==> config.mk <==
export PLATFORM = sky130hd
export DESIGN_NAME = vending_bank
export DESIGN_NICKNAME = d
export VERILOG_FILES = /design/src/rtl/vending_bank.sv
export SDC_FILE = /design/constraint.sdc
export NUM_CORES = 1
export LEC_CHECK = 0
export BUFFER_PORTS_ARGS = -buffer_cell sky130_fd_sc_hd__buf_4
export CAP_MARGIN = 30
export CELL_PAD_IN_SITES_DETAIL_PLACEMENT = 1
export CELL_PAD_IN_SITES_GLOBAL_PLACEMENT = 1
export CORE_MARGIN = 10
export CORE_UTILIZATION = 45
export CTS_BUF_LIST = sky130_fd_sc_hd__clkbuf_8
export DETAILED_ROUTE_END_ITERATION = 8
export PLACE_DENSITY = 0.87
export SYNTH_ARGS = -nofsm -noshare
export SYNTH_HDL_FRONTEND = slang
export SYNTH_SLANG_ARGS = --single-unit
==> constraint.sdc <==
create_clock -name CLK -period 3.5 [get_ports CLK]
set_input_delay 0.35 -clock CLK [delete_from_list [all_inputs] [get_ports CLK]]
set_output_delay 0.35 -clock CLK [all_outputs]
set_load 0.02 [all_outputs]
==> src/rtl/vending_bank.sv <==
`default_nettype none
// ============================================================================
// Module   : vending_bank
// Purpose  : Multi-machine vending controller with per-machine pricing mode,
//            saturating stock counters and an optional REFILL_EN restock path.
// Revision : 1.0 - initial release
// ============================================================================
module vending_bank #(
   parameter int                      NUM_VM          = 2,
   parameter int                      NUM_PRODUCTS    = 5,
   parameter int                      PID_W           = 3,
   parameter int                      MONEY_W         = 6,
   parameter int                      STOCK_W         = 5,
   parameter int                      INIT_STOCK      = 10,
   parameter int                      PRICE_BASE      = 10,
   parameter int                      PRICE_STEP      = 5,
   parameter logic [NUM_VM-1:0]       EXACT_MASK      = 2'b01,
   parameter logic [NUM_PRODUCTS-1:0] SUGAR_MASK      = 5'b11100,
   parameter int                      DISPENSE_CYCLES = 3,
   parameter int                      VM_W            = $clog2(NUM_VM)
) (
   input  logic               CLK,
   input  logic               RSTN,
   input  logic               req_valid,
   output logic               req_ready,
   input  logic [VM_W-1:0]    vm,
   input  logic [PID_W-1:0]   productID,
   input  logic [MONEY_W-1:0] money,
   input  logic               sugar,
   input  logic               restock_valid,
   input  logic [VM_W-1:0]    restock_vm,
   input  logic [PID_W-1:0]   restock_pid,
   input  logic [STOCK_W-1:0] restock_qty,
   output logic               resp_valid,
   output logic [MONEY_W-1:0] moneyLeft,
   output logic [STOCK_W-1:0] itemLeft,
   output logic               productUnavailable,
   output logic               insufficientFund,
   output logic               notExactFund,
   output logic               invalidProduct,
   output logic               sugarUnsuitable,
   output logic               productReady
);

   localparam int CNT_W = $clog2(DISPENSE_CYCLES + 1);

   typedef enum logic [1:0] {
      S_IDLE     = 2'd0,
      S_CHECK    = 2'd1,
      S_DISPENSE = 2'd2,
      S_RESP     = 2'd3
   } state_t;

   state_t               state_q, state_d;
   logic [VM_W-1:0]      vm_q, vm_d;
   logic [PID_W-1:0]     pid_q, pid_d;
   logic [MONEY_W-1:0]   money_q, money_d;
   logic                 sugar_q, sugar_d;
   logic [CNT_W-1:0]     cnt_q, cnt_d;

   // Result is computed in CHECK but only becomes visible on entry to RESP.
   logic [5:0]           pend_flags_q, pend_flags_d;
   logic [MONEY_W-1:0]   pend_money_q, pend_money_d;
   logic [STOCK_W-1:0]   pend_item_q, pend_item_d;
   logic [5:0]           flags_q, flags_d;
   logic [MONEY_W-1:0]   money_left_q, money_left_d;
   logic [STOCK_W-1:0]   item_left_q, item_left_d;

   logic [STOCK_W-1:0]   stock_q [NUM_VM][NUM_PRODUCTS];
   logic [STOCK_W-1:0]   stock_d [NUM_VM][NUM_PRODUCTS];

   logic                 chk_ok;
   logic [5:0]           chk_flags;
   logic [MONEY_W-1:0]   chk_money;
   logic [STOCK_W-1:0]   chk_item;
   logic                 pid_valid;
   logic [MONEY_W-1:0]   price;
   logic [STOCK_W-1:0]   cur_stock;
   logic                 disp_fire;

   // Flag order: [0] invalid, [1] unavailable, [2] insufficient,
   // [3] not exact, [4] sugar unsuitable, [5] product ready.
   always_comb begin
      pid_valid = 32'(pid_q) < NUM_PRODUCTS;
      price     = MONEY_W'(PRICE_BASE + PRICE_STEP * 32'(pid_q));
      cur_stock = pid_valid ? stock_q[vm_q][pid_q] : '0;
      chk_ok    = 1'b0;
      chk_flags = '0;
      chk_money = money_q;
      chk_item  = cur_stock;
      if (!pid_valid) begin
         chk_flags[0] = 1'b1;
      end else if (cur_stock == '0) begin
         chk_flags[1] = 1'b1;
      end else if (money_q < price) begin
         chk_flags[2] = 1'b1;
      end else if (EXACT_MASK[vm_q] && (money_q != price)) begin
         chk_flags[3] = 1'b1;
      end else if (sugar_q && !SUGAR_MASK[pid_q]) begin
         chk_flags[4] = 1'b1;
      end else begin
         chk_flags[5] = 1'b1;
         chk_ok       = 1'b1;
         chk_money    = money_q - price;
         chk_item     = cur_stock - 1'b1;
      end
   end

   assign disp_fire = (state_q == S_CHECK) && chk_ok;

   for (genvar v = 0; v < NUM_VM; v++) begin : g_vm
      for (genvar p = 0; p < NUM_PRODUCTS; p++) begin : g_pid
         logic               dec;
         logic [STOCK_W-1:0] qty;
         logic [STOCK_W:0]   sum;
         assign dec = disp_fire && (vm_q == VM_W'(v)) && (pid_q == PID_W'(p));
`ifdef REFILL_EN
         assign qty = (restock_valid && (restock_vm == VM_W'(v)) &&
                       (restock_pid == PID_W'(p))) ? restock_qty : '0;
`else
         assign qty = '0;
`endif
         // dec only fires on a non-empty counter, so the sum never underflows.
         assign sum = {1'b0, stock_q[v][p]} + {1'b0, qty} - {{STOCK_W{1'b0}}, dec};
         assign stock_d[v][p] = sum[STOCK_W] ? '1 : sum[STOCK_W-1:0];
      end
   end

`ifndef REFILL_EN
   logic unused_restock;
   assign unused_restock = ^{restock_valid, restock_vm, restock_pid, restock_qty};
`endif

   always_comb begin
      state_d      = state_q;
      vm_d         = vm_q;
      pid_d        = pid_q;
      money_d      = money_q;
      sugar_d      = sugar_q;
      cnt_d        = cnt_q;
      pend_flags_d = pend_flags_q;
      pend_money_d = pend_money_q;
      pend_item_d  = pend_item_q;
      flags_d      = flags_q;
      money_left_d = money_left_q;
      item_left_d  = item_left_q;
      case (state_q)
         S_IDLE: begin
            if (req_valid) begin
               vm_d    = vm;
               pid_d   = productID;
               money_d = money;
               sugar_d = sugar;
               state_d = S_CHECK;
            end
         end
         S_CHECK: begin
            pend_flags_d = chk_flags;
            pend_money_d = chk_money;
            pend_item_d  = chk_item;
            if (chk_ok) begin
               cnt_d   = CNT_W'(DISPENSE_CYCLES - 1);
               state_d = S_DISPENSE;
            end else begin
               state_d = S_RESP;
            end
         end
         S_DISPENSE: begin
            if (cnt_q == '0) begin
               state_d = S_RESP;
            end else begin
               cnt_d = cnt_q - 1'b1;
            end
         end
         default: begin
            state_d = S_IDLE;
         end
      endcase
      // RESP always exits after one cycle, so this only fires on entry.
      if (state_d == S_RESP) begin
         flags_d      = pend_flags_d;
         money_left_d = pend_money_d;
         item_left_d  = pend_item_d;
      end
   end

   always_ff @(posedge CLK or negedge RSTN) begin
      if (!RSTN) begin
         state_q      <= S_IDLE;
         vm_q         <= '0;
         pid_q        <= '0;
         money_q      <= '0;
         sugar_q      <= 1'b0;
         cnt_q        <= '0;
         pend_flags_q <= '0;
         pend_money_q <= '0;
         pend_item_q  <= '0;
         flags_q      <= '0;
         money_left_q <= '0;
         item_left_q  <= '0;
         for (int v = 0; v < NUM_VM; v++) begin
            for (int p = 0; p < NUM_PRODUCTS; p++) begin
               stock_q[v][p] <= STOCK_W'(INIT_STOCK);
            end
         end
      end else begin
         state_q      <= state_d;
         vm_q         <= vm_d;
         pid_q        <= pid_d;
         money_q      <= money_d;
         sugar_q      <= sugar_d;
         cnt_q        <= cnt_d;
         pend_flags_q <= pend_flags_d;
         pend_money_q <= pend_money_d;
         pend_item_q  <= pend_item_d;
         flags_q      <= flags_d;
         money_left_q <= money_left_d;
         item_left_q  <= item_left_d;
         stock_q      <= stock_d;
      end
   end

   assign req_ready          = (state_q == S_IDLE);
   assign resp_valid         = (state_q == S_RESP);
   assign moneyLeft          = money_left_q;
   assign itemLeft           = item_left_q;
   assign invalidProduct     = flags_q[0];
   assign productUnavailable = flags_q[1];
   assign insufficientFund   = flags_q[2];
   assign notExactFund       = flags_q[3];
   assign sugarUnsuitable    = flags_q[4];
   assign productReady       = flags_q[5];

endmodule
`default_nettype wire

Yosys cells after proc, flatten, opt, wreduce, memory -nomap -nowiden
Memories as Yosys holds them, arrays and structs flattened.
Cells that the tools add are included.
Widths: inputs -> output; s select.
{"block": "classes", "n_mul": 1, "n_eq_ne": 11, "mux": 54, "n_addsub": 14, "magnitude_cmp": 6, "n_reduce_logical": 23, "bitwise_logic": 3}
{"op": "$mux 5", "count": 20}
{"op": "$mux 25", "count": 3}
{"op": "$sub 5x1->6", "count": 10}
{"op": "$mux 6", "count": 7}
{"op": "$bmux 5 s3", "count": 1}
{"op": "$logic_and 1x1->1", "count": 15}
{"op": "$mux 1", "count": 14}
{"op": "$mux 2", "count": 5}
{"op": "$add 4x6->6 const A", "count": 1}
{"op": "$eq 2x2->1 const B", "count": 3}
{"op": "$eq 3x2->1 const B", "count": 2}
{"op": "$lt 6x6->1", "count": 1}
{"op": "$mul 3x3->6 const A", "count": 1}
{"op": "$ne 6x6->1", "count": 1}
{"op": "$pmux 2 s3", "count": 1}
{"op": "$sub 6x6->6", "count": 1}
{"op": "$logic_not 5->1", "count": 1}
{"op": "$sub 5x1->5 const B", "count": 1}
{"op": "$ge 4x4->1 const B", "count": 1}
{"op": "$logic_not 2->1", "count": 2}
{"op": "$lt 3x4->1 const B", "count": 1}
{"op": "$mux 4", "count": 1}
{"op": "$ne 2x2->1 const B", "count": 2}
{"op": "$not 3->4", "count": 1}
{"op": "16 further kinds", "count": 16}
{"block": "totals", "word_cells": 135, "output_inout_bits": 19, "romBits": 8, "memories": 1, "inputBits": 24, "reg_bits": 99}
{"memory": "(no name shown)", "depth": 8, "word_bits": 1, "rd": 1, "rd_clocked_by_memory_dff": 0, "wr": 0, "line": "99", "source": "end else if (sugar_q && !SUGAR_MASK[pid_q]) begin"}

Logic depth before layout (Yosys ltp)
{"block": "logic_depth", "ltp_word": 16, "depth_mapped": 18}

Worst setup path after synthesis
No wires, ideal clock.
{"block": "synth_path", "path_type": "register -> register", "from": "register pid_q[1]", "to": "register stock_q[29] (netlist bit)", "t_required_ns": 3.418, "setup_time_ns": 0.082, "path_stages_with_launch": 18, "slack_ns": -0.368, "arrival_ns": 3.786, "n_path_buf": 0, "path_cell_list": "dfrtp_1 inv_1 ha_1 ha_1 fa_1 inv_1 ha_1 nand4_1 o21bai_1 o2111ai_1 nor2_1 nand2_1 nor4_1 ha_1 ha_1 nand2b_1 a21oi_1 a31oi_1"}
{"item": "from (decl)", "line": "56", "source": "logic [PID_W-1:0] pid_q, pid_d;"}
{"item": "from (signal assigned)", "line": "209", "source": "pid_q <= pid_d;"}
{"item": "to (signal, indexed assignment)", "line": "203", "source": "stock_q[v][p] <= STOCK_W'(INIT_STOCK);"}
{"item": "to (signal assigned)", "line": "219", "source": "stock_q <= stock_d;"}
{"item": "to (decl)", "line": "69", "source": "logic [STOCK_W-1:0] stock_q [NUM_VM][NUM_PRODUCTS];"}

==> results.yml <==
logic_synthesis:
  yosysWarnings: 0
  syn_area_um2: 5425
  post-synth-top-area-cell: "dfrtp_1"
  ys_ff_latch: 99
  yosysMostFrequentCell: "dfrtp_1"
  ys_seq_area_share_pct: 46.13
  netlist-cell-type-count: 53
  synth_nets: 577
  ys_top_cells_by_count: "dfrtp_1, nand2_1, inv_1, nor2_1, ha_1"
  synth.area.top_cells: "dfrtp_1, dfstp_2, ha_1, mux2_2, nand2_1"
  synth_top_family_by_area: "simple AND/OR/NAND/NOR gates"
  ys.flop_type: "dfrtp_1"
  synthAdderAreaFrac_pct: 9.732
  syn-instance-count: 512
  muxShareOfSynthArea_pct: 12.92
  syn_avg_cell_area_um2: 10.60
  synth_top_area_share_pct: 36.44
  synth_simple_gate_area_share_pct: 14.64
  synth_compound_area_share_pct: 9.848
  synth_edf_count: 0
  synthXorXnorAreaFrac_pct: 2.422
  async_reset_ff_share_pct: 100.0
floorplanning:
  die_w_um: 129.8
  design.die.area_um2: 16850
  ios: 43
  rows: 40
  die_height_um: 129.8
  coreArea_um2: 11910
  initial_utilization_pct: 45.55
sta:
  setup_viol: 79
  worst_slew_pin_slew_ns: 0.7297
  fin_skew_ns: 0.02957
  hold_viol: 0
  fin_crit_sh_pct: 119.0
  setup_slack_ns: -0.6639
  min_period_ns: 4.164
  slew_violations: 0
  relSlewSlack_pct: 51.24
  rsz0062_at_grt: "true"
  fmax_mhz: 240.2
clocking:
  cts_max_level: 3
  cts_buffer_depth: 2
  clk_latency_ns: 0.42
  cts_sinks: 99
  cts_made_buffers: 9
  cts_tree: "done"
  cts_root_buf: "clkbuf_8"
  path_clk_slew_ns: 0.12
placement:
  io_buffers: 32
  hpwlAfterDp_um: 11200
  globalplace.congestion: 0.8123
  dp_worst_setup_slack_ns: -0.4109
  dpl_cell_area_um2: 6276
routing:
  routed_wl_um: 22240
  drt_first_pass_iters: 5
  drt_iter0_markers: 386
  wl_per_cell_um: 29.77
  num_vias: 4877
  postRouteAntennaNets: 0
  drcViolationCount: 0
  vias_per_cell: 6.529
power:
  power_density_nw_per_um2: 1075
  p_sw_share_pct: 49.58
  power_switching_mw: 3.970
  ir_drop_mv: 0.9088
  power.clock.fraction_pct: 10.6
  pwr-share-seq_pct: 27.0
  p_total_mw: 8.007
  power.share.combinational_pct: 62.5
  p_int_mw: 4.037
  p_leak_nw: 3.266
finish:
  fillers: 1203
  drive_gt1_share_pct: 47.83
  finish.utilization_pct: 62.52
  antenna_cells: 0
  register_area_um2: 2504
  area_growth_pct: 37.27
  nets: 660
  multi_input_area_um2: 3652
  fin_area_um2: 7447
critical_path:
  critPathRequiredTime_ns: 3.80
  cp_max_fo: 3
  worstSetupEndpointType: "register"
  critPathKind: "register to register"
  arrival_ns: 4.47
  critPathLaunchType: "register"
status:
  outcome: "finished, violations left"
  violations: "negative setup slack"
worst_hold_path:
  hp-class: "input pin to register"
run:
  max-cap-violations: 0
grt:
  grt_use_total_pct: 23.25
  grt_pass1_wl_um: 29810
  antenna_found_initial: 0
  grt_max_degree: 75
  grt_pass1_vias: 5164
  grt-ovfl-total: 0
timing repair:
action / 4_1_cts / 5_1_grt
buffers inserted: 6 / 10
pin swaps: 40 / 31
resized for setup: 87 / 79
hold endpoints to repair: 0 / 3
gates cloned: 2 / 0
setup endpoints to repair: 69 / 77
hold buffers: 0 / 1
cell type report:
class                      count  area share, %
clock buffer                  10          1.848
tap                          147          2.470
multi-input combinational    360          49.04
sequential                    99          33.62
clock inverter                 6         0.9577
timing repair buffer          82          9.862
inverter                      43          2.201
final timing paths:
check,from,cells past startpoint,slack (ns),endpoint
worst max-delay path,pid_q[0],19,-0.66,stock_q[4]
worst min-delay path,money[3],2,0.16,money_q[3]
worst max register to register,pid_q[0],19,-0.66,stock_q[4]
worst min register to register,pend_flags_q[0],1,0.51,pend_flags_q[0]
max in group asynchronous,RSTN,4,2.40,stock_q[28]
min in group asynchronous,RSTN,2,0.28,stock_q[32]
metrics by stage:
stage                     TNS, ns  hold WS (ns)  std cells
after floorplan           -0.6905       0.05441        512
after global placement     -4.185        0.4665        712
after detailed placement   -18.08        0.4742        712
after CTS                  -14.15        0.1166        736
after global routing       -38.14        0.1721        747
final                      -33.03        0.1639        747
logic make-up after synthesis:
| group | after synthesis |
|---|---|
| fa+ha+maj | 41 |
| compound gates | 80 |
| buf+inv | 55 |
| simple gates | 163 |
| mux | 59 |
| xor+xnor | 15 |
| flops | 99 |
power by group through the flow:
stage	sequential (mW)	combinational [mW]	clock, mW
2_1_floorplan	2.02	2.61	0
3_3_place_gp	1.98	3.55	0
3_5_place_dp	2.04	3.87	0
4_1_cts	2.05	4.18	0.815
5_1_grt	2.20	5.23	0.890
6_report	2.16	5.00	0.846
state kept, by name, indices dropped and copies added, names as in the netlist:
signal and cells:
itemLeft 5, vm_q 1, cnt_q 2, pend_flags_q 6, sugar_q 1, pend_money_q 6
flags_q 6, moneyLeft 6, pend_item_q 5, pid_q 3, money_q 6, state_q 2
stock_q 50
routing by layer:
layer / vias up / wire length, µm / global-route usage (%)
met5: - / 0 / 0
met2: 255 / 11200 / 40.82
met4: 0 / 1346 / 15.34
li1: 1963 / - / -
met3: 107 / 1154 / 4.260
met1: 2552 / 8543 / 25.21
placed cells by master, fill, tap and decap left out, drive strengths merged, types with 5 or more instances in the layout:
master   n
nand2   48
mux2    38
o21ai    8
nor3    25
nand3    5
dfstp   20
nand2b  19
xor2    13
a31oi   13
mux2i   16
dfrtp   79
clkbuf  10
inv     45
mux4     5
a21oi   28
buf     81
nor2    43
ha      39
critical path: stages (launching register included):
cell,delay (ns)
dfrtp_1,0.47
ha_4,0.28
ha_4,0.16
ha_4,0.16
fa_1,0.54
inv_2,0.08
ha_4,0.27
nand4_1,0.11
o21bai_2,0.22
o2111ai_4,0.19
nor2_4,0.20
buf_4,0.15
nand2_2,0.09
buf_8,0.16
nor3_4,0.20
ha_4,0.23
ha_4,0.15
nand2b_4,0.13
a21oi_2,0.06
a31oi_1,0.19
Power figures use the tool's default switching activity.
